<file path="src/rtl/zbt_pkg.sv">
// Shared types and constants for the ZBT APB loader.
package zbt_pkg;

  typedef enum logic [2:0] {
    StIdle,
    StFetch,
    StSetup,
    StAccess,
    StDone
  } state_e;

  localparam logic       MODE_LOAD   = 1'b0;
  localparam logic       MODE_VERIFY = 1'b1;
  localparam logic [3:0] PSTRB_ALL   = 4'hF;

endpackage

</file>
<file path="src/rtl/zbt_apb_loader_if.sv">
// APB bus between the loader (master) and the SRAM controller's low-priority port (slave).
interface zbt_apb_loader_if;
  logic [31:0] PADDR;
  logic        PSEL;
  logic        PENABLE;
  logic        PWRITE;
  logic [3:0]  PSTRB;
  logic [31:0] PWDATA;
  logic [31:0] PRDATA;
  logic        PREADY;
  logic        PSLVERR;

  modport master (
    output PADDR, PSEL, PENABLE, PWRITE, PSTRB, PWDATA,
    input  PRDATA, PREADY, PSLVERR
  );

  modport slave (
    input  PADDR, PSEL, PENABLE, PWRITE, PSTRB, PWDATA,
    output PRDATA, PREADY, PSLVERR
  );
endinterface

</file>
<file path="src/rtl/zbt_skid_buf.sv">
// One-entry valid/ready holding register; accepts a new word in the cycle the old one drains.
module zbt_skid_buf (
  input  logic        clk,
  input  logic        rst,
  input  logic        flush,
  input  logic        in_valid,
  input  logic [31:0] in_data,
  output logic        in_ready,
  output logic        out_valid,
  input  logic        out_ready,
  output logic [31:0] out_data
);

  logic        valid_q;
  logic [31:0] data_q;

  assign in_ready  = ~valid_q | out_ready;
  assign out_valid = valid_q;
  assign out_data  = data_q;

  always_ff @(posedge clk) begin
    if (rst || flush) begin
      valid_q <= 1'b0;
    end else if (in_valid && in_ready) begin
      valid_q <= 1'b1;
    end else if (out_ready) begin
      valid_q <= 1'b0;
    end
  end

  always_ff @(posedge clk) begin
    if (rst) begin
      data_q <= 32'h0;
    end else if (in_valid && in_ready) begin
      data_q <= in_data;
    end
  end

endmodule

</file>
<file path="src/rtl/zbt_apb_loader.sv">
// APB master that writes a word stream into ZBT SRAM (LOAD) or reads and compares it (VERIFY).
module zbt_apb_loader
  import zbt_pkg::*;
#(
  parameter int unsigned AW    = 23,
  parameter int unsigned CNT_W = 21
) (
  input  logic             HCLK,
  input  logic             HRESET,
  input  logic             start,
  input  logic             mode,
  input  logic [AW-1:0]    base_addr,
  input  logic [CNT_W-1:0] word_count,
  input  logic             abort,
  input  logic             s_valid,
  input  logic [31:0]      s_data,
  output logic             s_ready,
  zbt_apb_loader_if.master apb,
  output logic             busy,
  output logic             done,
  output logic             aborted,
  output logic             slverr,
  output logic             mismatch,
  output logic [AW-1:0]    first_bad
);

  state_e           state_q, state_d;
  logic             mode_q;
  logic             abort_q;
  logic             aborted_q, slverr_q, mismatch_q;
  logic [AW-1:0]    addr_q, first_bad_q;
  logic [CNT_W-1:0] remaining_q;

  logic        buf_valid, buf_in_ready, buf_in_valid;
  logic [31:0] buf_data;
  logic        start_ok, xfer_done, last_word, abort_hit, fetch_ok, s_fire;

  assign start_ok  = (state_q == StIdle) && start;
  assign xfer_done = (state_q == StAccess) && apb.PREADY;
  assign last_word = (remaining_q == CNT_W'(1));
  assign abort_hit = abort_q | abort;

  // Never pull a word the job will not use: stop after the last one or once abort is seen.
  assign fetch_ok = ((state_q == StFetch) && !abort) ||
                    ((state_q == StAccess) && !last_word && !abort_hit);

  assign buf_in_valid = s_valid & fetch_ok;
  assign s_ready      = fetch_ok & buf_in_ready;
  assign s_fire       = s_valid & s_ready;

  zbt_skid_buf u_skid_buf (
    .clk       (HCLK),
    .rst       (HRESET),
    .flush     (state_q == StDone),
    .in_valid  (buf_in_valid),
    .in_data   (s_data),
    .in_ready  (buf_in_ready),
    .out_valid (buf_valid),
    .out_ready (xfer_done),
    .out_data  (buf_data)
  );

  always_ff @(posedge HCLK) begin
    if (HRESET) begin
      state_q <= StIdle;
    end else begin
      state_q <= state_d;
    end
  end

  always_comb begin
    state_d = state_q;
    unique case (state_q)
      StIdle: begin
        if (start) state_d = (word_count == '0) ? StDone : StFetch;
      end
      StFetch: begin
        if (abort)                  state_d = StDone;
        else if (buf_valid || s_fire) state_d = StSetup;
      end
      StSetup: state_d = StAccess;
      StAccess: begin
        if (apb.PREADY) begin
          if (last_word || abort_hit) state_d = StDone;
          else if (s_fire)            state_d = StSetup;
          else                        state_d = StFetch;
        end
      end
      StDone:  state_d = StIdle;
      default: state_d = StIdle;
    endcase
  end

  always_comb begin
    apb.PADDR   = 32'h0;
    apb.PSEL    = 1'b0;
    apb.PENABLE = 1'b0;
    apb.PWRITE  = 1'b0;
    apb.PSTRB   = 4'h0;
    apb.PWDATA  = 32'h0;
    busy        = 1'b0;
    done        = 1'b0;
    unique case (state_q)
      StSetup, StAccess: begin
        apb.PSEL    = 1'b1;
        apb.PENABLE = (state_q == StAccess);
        apb.PADDR   = 32'(addr_q);
        apb.PWRITE  = ~mode_q;
        apb.PSTRB   = (mode_q == MODE_LOAD) ? PSTRB_ALL : 4'h0;
        apb.PWDATA  = buf_data;
        busy        = 1'b1;
      end
      StFetch: busy = 1'b1;
      StDone:  done = 1'b1;
      default: ;
    endcase
  end

  always_ff @(posedge HCLK) begin
    if (HRESET) begin
      mode_q      <= MODE_LOAD;
      addr_q      <= '0;
      remaining_q <= '0;
      abort_q     <= 1'b0;
      aborted_q   <= 1'b0;
      slverr_q    <= 1'b0;
      mismatch_q  <= 1'b0;
      first_bad_q <= '0;
    end else if (start_ok) begin
      mode_q      <= mode;
      addr_q      <= {base_addr[AW-1:2], 2'b00};
      remaining_q <= word_count;
      abort_q     <= 1'b0;
      aborted_q   <= 1'b0;
      slverr_q    <= 1'b0;
      mismatch_q  <= 1'b0;
      first_bad_q <= '0;
    end else begin
      if (((state_q == StSetup) || (state_q == StAccess)) && abort) abort_q <= 1'b1;
      if ((state_q == StFetch) && abort) aborted_q <= 1'b1;
      if (xfer_done) begin
        if (apb.PSLVERR) slverr_q <= 1'b1;
        if ((mode_q == MODE_VERIFY) && (apb.PRDATA != buf_data) && !mismatch_q) begin
          mismatch_q  <= 1'b1;
          first_bad_q <= addr_q;
        end
        addr_q      <= addr_q + AW'(4);
        remaining_q <= remaining_q - CNT_W'(1);
        if (abort_hit && !last_word) aborted_q <= 1'b1;
      end
    end
  end

  assign aborted   = aborted_q;
  assign slverr    = slverr_q;
  assign mismatch  = mismatch_q;
  assign first_bad = first_bad_q;

endmodule

</file>
<file path="src/flat_wrapper.sv">
// flat-port wrapper written by rule: the top's interface ports become plain ports
module zbt_apb_loader_flat import zbt_pkg::*;
#(
  parameter int unsigned AW    = 23,
  parameter int unsigned CNT_W = 21
)
  (HCLK, HRESET, start, mode, base_addr, word_count, abort, s_valid, s_data, s_ready, busy, done, aborted, slverr, mismatch, first_bad, apb_PADDR, apb_PSEL, apb_PENABLE, apb_PWRITE, apb_PSTRB, apb_PWDATA, apb_PRDATA, apb_PREADY, apb_PSLVERR);
  zbt_apb_loader_if apb_i ();
  input  logic HCLK;
  input  logic HRESET;
  input  logic start;
  input  logic mode;
  input  logic [AW-1:0] base_addr;
  input  logic [CNT_W-1:0] word_count;
  input  logic abort;
  input  logic s_valid;
  input  logic [31:0] s_data;
  output logic s_ready;
  output logic busy;
  output logic done;
  output logic aborted;
  output logic slverr;
  output logic mismatch;
  output logic [AW-1:0] first_bad;
  output wire logic [$bits(apb_i.PADDR)-1:0] apb_PADDR;
  output wire logic [$bits(apb_i.PSEL)-1:0] apb_PSEL;
  output wire logic [$bits(apb_i.PENABLE)-1:0] apb_PENABLE;
  output wire logic [$bits(apb_i.PWRITE)-1:0] apb_PWRITE;
  output wire logic [$bits(apb_i.PSTRB)-1:0] apb_PSTRB;
  output wire logic [$bits(apb_i.PWDATA)-1:0] apb_PWDATA;
  input wire logic [$bits(apb_i.PRDATA)-1:0] apb_PRDATA;
  input wire logic [$bits(apb_i.PREADY)-1:0] apb_PREADY;
  input wire logic [$bits(apb_i.PSLVERR)-1:0] apb_PSLVERR;
  assign apb_PADDR = apb_i.PADDR;
  assign apb_PSEL = apb_i.PSEL;
  assign apb_PENABLE = apb_i.PENABLE;
  assign apb_PWRITE = apb_i.PWRITE;
  assign apb_PSTRB = apb_i.PSTRB;
  assign apb_PWDATA = apb_i.PWDATA;
  assign apb_i.PRDATA = apb_PRDATA;
  assign apb_i.PREADY = apb_PREADY;
  assign apb_i.PSLVERR = apb_PSLVERR;
  zbt_apb_loader #(.AW(AW), .CNT_W(CNT_W)) u_core (.HCLK(HCLK), .HRESET(HRESET), .start(start), .mode(mode), .base_addr(base_addr), .word_count(word_count), .abort(abort), .s_valid(s_valid), .s_data(s_data), .s_ready(s_ready), .apb(apb_i), .busy(busy), .done(done), .aborted(aborted), .slverr(slverr), .mismatch(mismatch), .first_bad(first_bad));
endmodule
</file>
<file path="config.mk">
export PLATFORM = sky130hd
export DESIGN_NAME = zbt_apb_loader_flat
export DESIGN_NICKNAME = d
export VERILOG_FILES = /design/src/rtl/zbt_pkg.sv /design/src/rtl/zbt_apb_loader_if.sv /design/src/rtl/zbt_skid_buf.sv /design/src/rtl/zbt_apb_loader.sv /design/src/flat_wrapper.sv
export SDC_FILE = /design/constraint.sdc
export NUM_CORES = 1
export LEC_CHECK = 0
export ABC_AREA = 0
export BUFFER_PORTS_ARGS = -buffer_cell sky130_fd_sc_hd__buf_2
export CORE_ASPECT_RATIO = 0.75
export CORE_MARGIN = 2
export CORE_UTILIZATION = 30
export DETAILED_ROUTE_END_ITERATION = 10
export MAX_ROUTING_LAYER = met4
export PLACE_DENSITY = 0.57
export SYNTH_ARGS = -nofsm -noshare
export SYNTH_HDL_FRONTEND = slang
export SYNTH_HIERARCHICAL = 1
export SYNTH_SLANG_ARGS = --single-unit
</file>
<file path="constraint.sdc">
create_clock -name HCLK -period 3.3 [get_ports HCLK]
set_input_delay 0.33 -clock HCLK [delete_from_list [all_inputs] [get_ports HCLK]]
set_output_delay 0.33 -clock HCLK [all_outputs]
set_load 0.005 [all_outputs]
</file>
# After elaboration in Yosys (flattened, before gate mapping)
# Cells that the tools add are included.
dict set report op_classes {
  n_mux 26
  eq_ne 9
  add_sub_neg 2
  reduce_logical 30
  bitwise 7
}
# operator n
set op_table {}
lappend op_table {{$mux 23} 3}
lappend op_table {{$mux 21} 2}
lappend op_table {{$mux 32} 1}
lappend op_table {{$ne 32x32->1} 1}
lappend op_table {{$add 23x3->23 const B} 1}
lappend op_table {{$eq 21x1->1 const B} 1}
lappend op_table {{$logic_not 21->1} 1}
lappend op_table {{$sub 21x1->21 const B} 1}
lappend op_table {{$mux 3} 6}
lappend op_table {{$pmux 3 s4} 1}
lappend op_table {{$logic_and 1x1->1} 11}
lappend op_table {{$mux 1} 10}
lappend op_table {{$mux 4} 2}
lappend op_table {{$eq 3x2->1 const B} 2}
lappend op_table {{$logic_or 1x1->1} 5}
lappend op_table {{$logic_not 1->1} 4}
lappend op_table {{$ne 2x2->1 const B} 2}
lappend op_table {{$reduce_and 2->1} 2}
lappend op_table {{$reduce_bool 2->1} 2}
lappend op_table {{$reduce_or 2->1} 2}
lappend op_table {{$and 1x1->1} 3}
lappend op_table {{$eq 3x1->1 const B} 1}
lappend op_table {{$eq 3x3->1 const B} 1}
lappend op_table {{$logic_not 3->1} 1}
lappend op_table {{other kinds (6)} 8}
dict set report word_totals {
  register_bits 108
  inputBits 116
}

# Logic depth before layout (Yosys ltp)
dict set report depth {
  ltp_word 11
  mapped_depth 12
  mapped_depth_nobuf 8
}

# Hierarchy
# The synthesis kept the hierarchy.
# module n_inst seq_area_each_um2 cells_per_inst area_per_inst_um2
set by_module_without_submodules {}
lappend by_module_without_submodules {zbt_apb_loader 1 1421.4 581 4568.1}
lappend by_module_without_submodules {zbt_skid_buf 1 660.6 151 1542.7}

# Least setup slack after synthesis
# Ideal clock, no wire load.
dict set report synth_timing {
  path_kind {register -> register}
  startpoint {register u_core.state_q[2]}
  endpoint {register u_core.state_q[0]}
  n_path_buf 4
  path_stages_with_launch 13
  period_less_slack_ns 2.642
  t_arrival_ns 2.555
  setup_slack_ns 0.658
  cell_sequence {dfxtp_1 > nand4b_4 > inv_1 > buf_2 > buf_1 > nand2b_4 > buf_6 > buf_2 > nand2_1 > a31oi_1 > o211ai_1 > or4_1 > o31ai_1}
}
dict set report synth_via {
  elab_cells_between_ends 21
  cone_classes {eq/ne (6); mux (4); bitwise (3); reduce/logical (8)}
}
# item line_no
set synth_rtl {}
lappend synth_rtl {{start: declaration} zbt_apb_loader.sv:27} ;# state_e state_q, state_d;
lappend synth_rtl {{start signal: assignment} zbt_apb_loader.sv:65} ;# state_q <= StIdle;
lappend synth_rtl {{start signal: assignment} zbt_apb_loader.sv:67} ;# state_q <= state_d;
lappend synth_rtl {{$eq 3x2->1 *} zbt_apb_loader.sv:39} ;# assign xfer_done = (state_q == StAccess) && apb.PREADY;
lappend synth_rtl {{$logic_and 1x1->1 *} zbt_apb_loader.sv:39}
lappend synth_rtl {{via u_core.xfer_done} zbt_apb_loader.sv:36} ;# logic start_ok, xfer_done, last_word, abort_hit, fetch_ok, s_fire;
lappend synth_rtl {{$or 1x1->1 *} zbt_skid_buf.sv:17} ;# assign in_ready = ~valid_q | out_ready;
lappend synth_rtl {{via u_core.buf_in_ready} zbt_apb_loader.sv:34} ;# logic buf_valid, buf_in_ready, buf_in_valid;
lappend synth_rtl {{$and 1x1->1 *} zbt_apb_loader.sv:48} ;# assign s_ready = fetch_ok & buf_in_ready;
lappend synth_rtl {{$and 1x1->1 *} zbt_apb_loader.sv:49} ;# assign s_fire = s_valid & s_ready;
lappend synth_rtl {{$mux 2} zbt_apb_loader.sv:85} ;# else if (s_fire) state_d = StSetup;
lappend synth_rtl {{$mux 3} zbt_apb_loader.sv:84} ;# if (last_word || abort_hit) state_d = StDone;
lappend synth_rtl {{$mux 3} zbt_apb_loader.sv:83} ;# if (apb.PREADY) begin
lappend synth_rtl {{$pmux 3 s4} zbt_apb_loader.sv:73} ;# unique case (state_q)
# Mark *: on every way through the listed nets, which the timed path passes. The rest lies on a longest branch. The select of a mux whose other input is x is not followed.
# A chain may end at the register's enable or synchronous reset.

# Final worst setup path
dict set report layout_timing {
  startpoint {register u_core.remaining_q[1]}
  endpoint {register u_core.u_skid_buf.data_q[27] (netlist: u_core/u_skid_buf/out_data[27])}
}
dict set report layout_via {
  elab_chain_len 7
}
# item line_no
set layout_rtl {}
lappend layout_rtl {{start: declaration} zbt_apb_loader.sv:32} ;# logic [CNT_W-1:0] remaining_q;
lappend layout_rtl {{start signal: assignment} zbt_apb_loader.sv:132} ;# remaining_q <= word_count;
lappend layout_rtl {{start signal: assignment} zbt_apb_loader.sv:148} ;# remaining_q <= remaining_q - CNT_W'(1);
lappend layout_rtl {{$eq 21x1->1} zbt_apb_loader.sv:40} ;# assign last_word = (remaining_q == CNT_W'(1));
lappend layout_rtl {{$logic_not 1->1} zbt_apb_loader.sv:45} ;# ((state_q == StAccess) && !last_word && !abort_hit);
lappend layout_rtl {{$logic_and 1x1->1 (2 in a row)} zbt_apb_loader.sv:45}
lappend layout_rtl {{$logic_or 1x1->1} zbt_apb_loader.sv:44} ;# assign fetch_ok = ((state_q == StFetch) && !abort) ||
lappend layout_rtl {{$and 1x1->1} zbt_apb_loader.sv:47} ;# assign buf_in_valid = s_valid & fetch_ok;
lappend layout_rtl {{via u_core.buf_in_valid} zbt_apb_loader.sv:34}
lappend layout_rtl {{$logic_and 1x1->1} zbt_skid_buf.sv:34} ;# end else if (in_valid && in_ready) begin
lappend layout_rtl {{end signal: assignment} zbt_skid_buf.sv:35} ;# data_q <= in_data;
lappend layout_rtl {{end: declaration} zbt_skid_buf.sv:15} ;# logic [31:0] data_q;
# The timed path passes the listed nets, and every way through them passes these cells.

==> results.json <==
{
  "synth_common_cells": "dfxtp_1 (104), nand2_1 (83), and2_1 (58)",
  "start_util_pct": 30.4,
  "grtUsageMet1_pct": 25.9,
  "rsz0062_at_grt": "false",
  "finalCritPeriodShare_pct": 85.9,
  "grt_pass1_wl_mm": 30.2,
  "cts_hold_buf": 0,
  "max_slew.worst_pin.slew_ns": 1.12,
  "cts_htree_levels": 3,
  "hold_viol": 0,
  "max-clock-path-buffers": 2,
  "crit_slowest_cell": "and2_2",
  "clock-root-buffer": "clkbuf_16",
  "ys_warn_count": 6,
  "cts_sinks": 104,
  "via_per_inst": 4.99,
  "period_needed_ns": 2.84,
  "grt_max_degree": 64,
  "die_y_um": 128,
  "synth_area_leaders": "dfxtp_1 (34%), and2_1 (5.9%), nand2_1 (5.1%), xnor2_1 (5.0%), a21bo_1 (4.3%)",
  "grt.busiest_layer": "met2",
  "synth.cell_area_sq_um": 6110,
  "ys_seq_elements": 104,
  "holdCritPathClass": "input port to flip-flop",
  "power_leakage_uw": 0.00300,
  "ant_nets": 0,
  "wl_per_cell_um": 16.6,
  "clk_pin_slew_ns": 0.08,
  "endpoint_kind": "flip-flop",
  "synth_top_area_cell": "dfxtp_1",
  "p_sw_share_pct": 33.2,
  "grt_pass1_vias": 5363,
  "maxClockFrequency_ghz": 0.353,
  "seq_power_share_pct": 45.3,
  "ys_seq_area_share_pct": 34.1,
  "ios": 216,
  "critical_path_class": "flip-flop to flip-flop",
  "finalNonFillerCells": 1158,
  "num_vias": 5777,
  "layout-drive-gt1-share_pct": 30.4,
  "synth_edf_count": 0,
  "postCtsSetupBuffers": 0,
  "synth_top_area_share_pct": 34.1,
  "nNetsFinal": 1014,
  "cp.buffers_inverters": 1,
  "peakVddDrop_mv": 0.220,
  "crit_fanout": 62,
  "synth_cell_types": 64,
  "outcome": "finished, final reports clean",
  "hpwl_mm": 14.1,
  "fin_skew_ns": 0.00746,
  "worstSetupStartpointType": "flip-flop",
  "relSlewSlack_pct": 25.1,
  "area_growth_pct": 22.3,
  "grt_use_met2_pct": 27.0,
  "insertion_delay_ns": 0.35,
  "power_density_nw_per_um2": 435,
  "pwr-share-clk_pct": 33.3,
  "antenna_cells": 0,
  "switchingPower_uw": 1080,
  "place_congestion": 0.938,
  "finalSetupViolations": 0,
  "fp.dieW_um": 169,
  "firstDrtPassIters": 5,
  "row_count": 45,
  "fin_tns_setup_ns": 0,
  "numPortBuffers": 200,
  "nFillCells": 2135,
  "maxCapViolations": 0,
  "comb_power_share_pct": 21.4,
  "drt-total-wl_mm": 19.3,
  "globalRouteTotalUtil_pct": 18.2,
  "dp_cells": 1142,
  "slew_violations": 0,
  "antenna_found_initial": 0,
  "p_int_uw": 2170,
  "use_met3_pct": 3.04,
  "core_sq_um": 20100,
  "cpLargestDelayFamily": "simple AND/OR/NAND/NOR gates",
  "cts_tree": "done",
  "grt_overflow": 0,
  "drtIter0Drc": 432,
  "path_cells": "inv_1 -> ha_1 -> nor4b_1 -> a41o_2 -> a211oi_1 -> and2_2 -> and2_1 -> o21ai_0",
  "synth_top_flop_cell": "dfxtp_1",
  "cts_made_buffers": 9,
  "crit_required_ns": 3.53,
  "synthCells": 732,
  "worst_ep_arrival_time_ns": 3.07,
  "cpPeakStageDelay_ns": 0.94,
  "die_area_sq_um": 21500,
  "synth_most_common_cell": "dfxtp_1",
  "synthArstFlopShare_pct": 0,
  "drc": 0,
  "cts_resized": 0,
  "syn_area_per_cell_sq_um": 8.35
}
tightest hold or removal path, stage by stage:
cell and delay, ns:
buf_2 0.11, nand2_1 0.05, a21oi_1 0.05
layout by cell type (no fill, tap or decap), types with 3 or more instances in the layout:
master / netlist / routed
o211ai_1: 10 / 10
and2_1: 58 / 57
nand4_1: 15 / 15
mux2i_1: 23 / 23
and4_1: 3 / 3
clkbuf_16: 0 / 9
a21oi_1: 27 / 26
or3_1: 7 / 7
ha_1: 3 / 3
nor2_1: 43 / 42
and3_1: 3 / 3
xnor2_1: 35 / 35
nand3_1: 39 / 39
o311ai_0: 4 / 4
nor4_1: 12 / 12
nor3_1: 10 / 10
or4_1: 4 / 4
conb_1: 1 / 13
o21ai_0: 17 / 17
dfxtp_1: 104 / 104
a21oi_2: 28 / 28
a22oi_1: 9 / 9
inv_1: 9 / 9
buf_2: 17 / 199
nand2_1: 83 / 83
a211oi_1: 7 / 7
nor2b_1: 3 / 3
buf_4: 18 / 11
a21bo_1: 26 / 26
a31oi_1: 23 / 23
nand4b_1: 7 / 7
a221oi_1: 8 / 8
nand2b_1: 7 / 7
cell families after synthesis:
group / Yosys count / share of synthesized area (%)
adders and majority gates: 3 / 0.614
AOI/OAI and AO/OA: 169 / 20.7
other: 1 / 0.0614
muxes: 25 / 4.20
and+or+nand+nor: 314 / 28.1
xor gates and xnor gates: 37 / 5.30
DFF: 104 / 34.1
buffers and inverters: 79 / 6.98
layout make-up:
type / count / area, sq um / share of cell area [%]
clock inverter: 6 / 52.6 / 0.703
multi-input combinational: 561 / 3660 / 49.0
sequential: 104 / 2080 / 27.9
inverter: 9 / 33.8 / 0.452
clock buffer: 10 / 239 / 3.20
tap: 258 / 323 / 4.32
timing repair buffer: 210 / 1080 / 14.4
power groups by stage:
stage	combinational, uW	clock, uW	sequential (uW)
floorplan	516	0	1440
global placement	689	0	1500
detailed placement	693	0	1500
CTS	696	1120	1470
global route	771	1170	1490
finish	694	1080	1470
metrics by stage:
step	power (uW)	cell area [sq um]	utilization, %	hold slack, ns	worst slack [ns]
after detailed placement	2190	7180	35.7	0.447	0.502
after global routing	3430	7470	37.2	0.217	0.214
final	3250	7470	37.2	0.225	0.464
after global placement	2190	7180	35.7	0.441	0.515
after floorplan	1960	6160	-	0.450	0.658
after CTS	3280	7470	37.2	0.214	0.471
sequential cells by signal, summed over array words and instances, names as in the netlist:
register / cells
u_core/mode_q: 1
u_core/u_skid_buf/out_valid: 1
u_core/addr_q: 21
u_core/first_bad: 21
u_core/remaining_q: 21
u_core/mismatch: 1
u_core/state_q: 3
u_core/aborted: 1
u_core/abort_q: 1
u_core/slverr: 1
u_core/u_skid_buf/out_data: 32
routing by layer:
| metal | vias up | share of wire [%] | wire (um) |
|---|---|---|---|
| met4 | 0 | 1.3 | 244 |
| li1 | 2908 | - | - |
| met2 | 132 | 44 | 8450 |
| met5 | - | 0 | 0 |
| met3 | 17 | 4.5 | 869 |
| met1 | 2720 | 50 | 9700 |
final timing paths:
check | startpoint | to | slack (ns) | depth (start not counted)
setup / recovery | u_core/remaining_q[1] | u_core/u_skid_buf/out_data[27] | 0.46 | 8
hold / removal | word_count[9] | u_core/remaining_q[9] | 0.22 | 3
setup reg to reg | u_core/remaining_q[1] | u_core/u_skid_buf/out_data[27] | 0.46 | 8
hold reg to reg | u_core/first_bad[18] | u_core/first_bad[18] | 0.46 | 2
(Power assumes the default switching activity.)
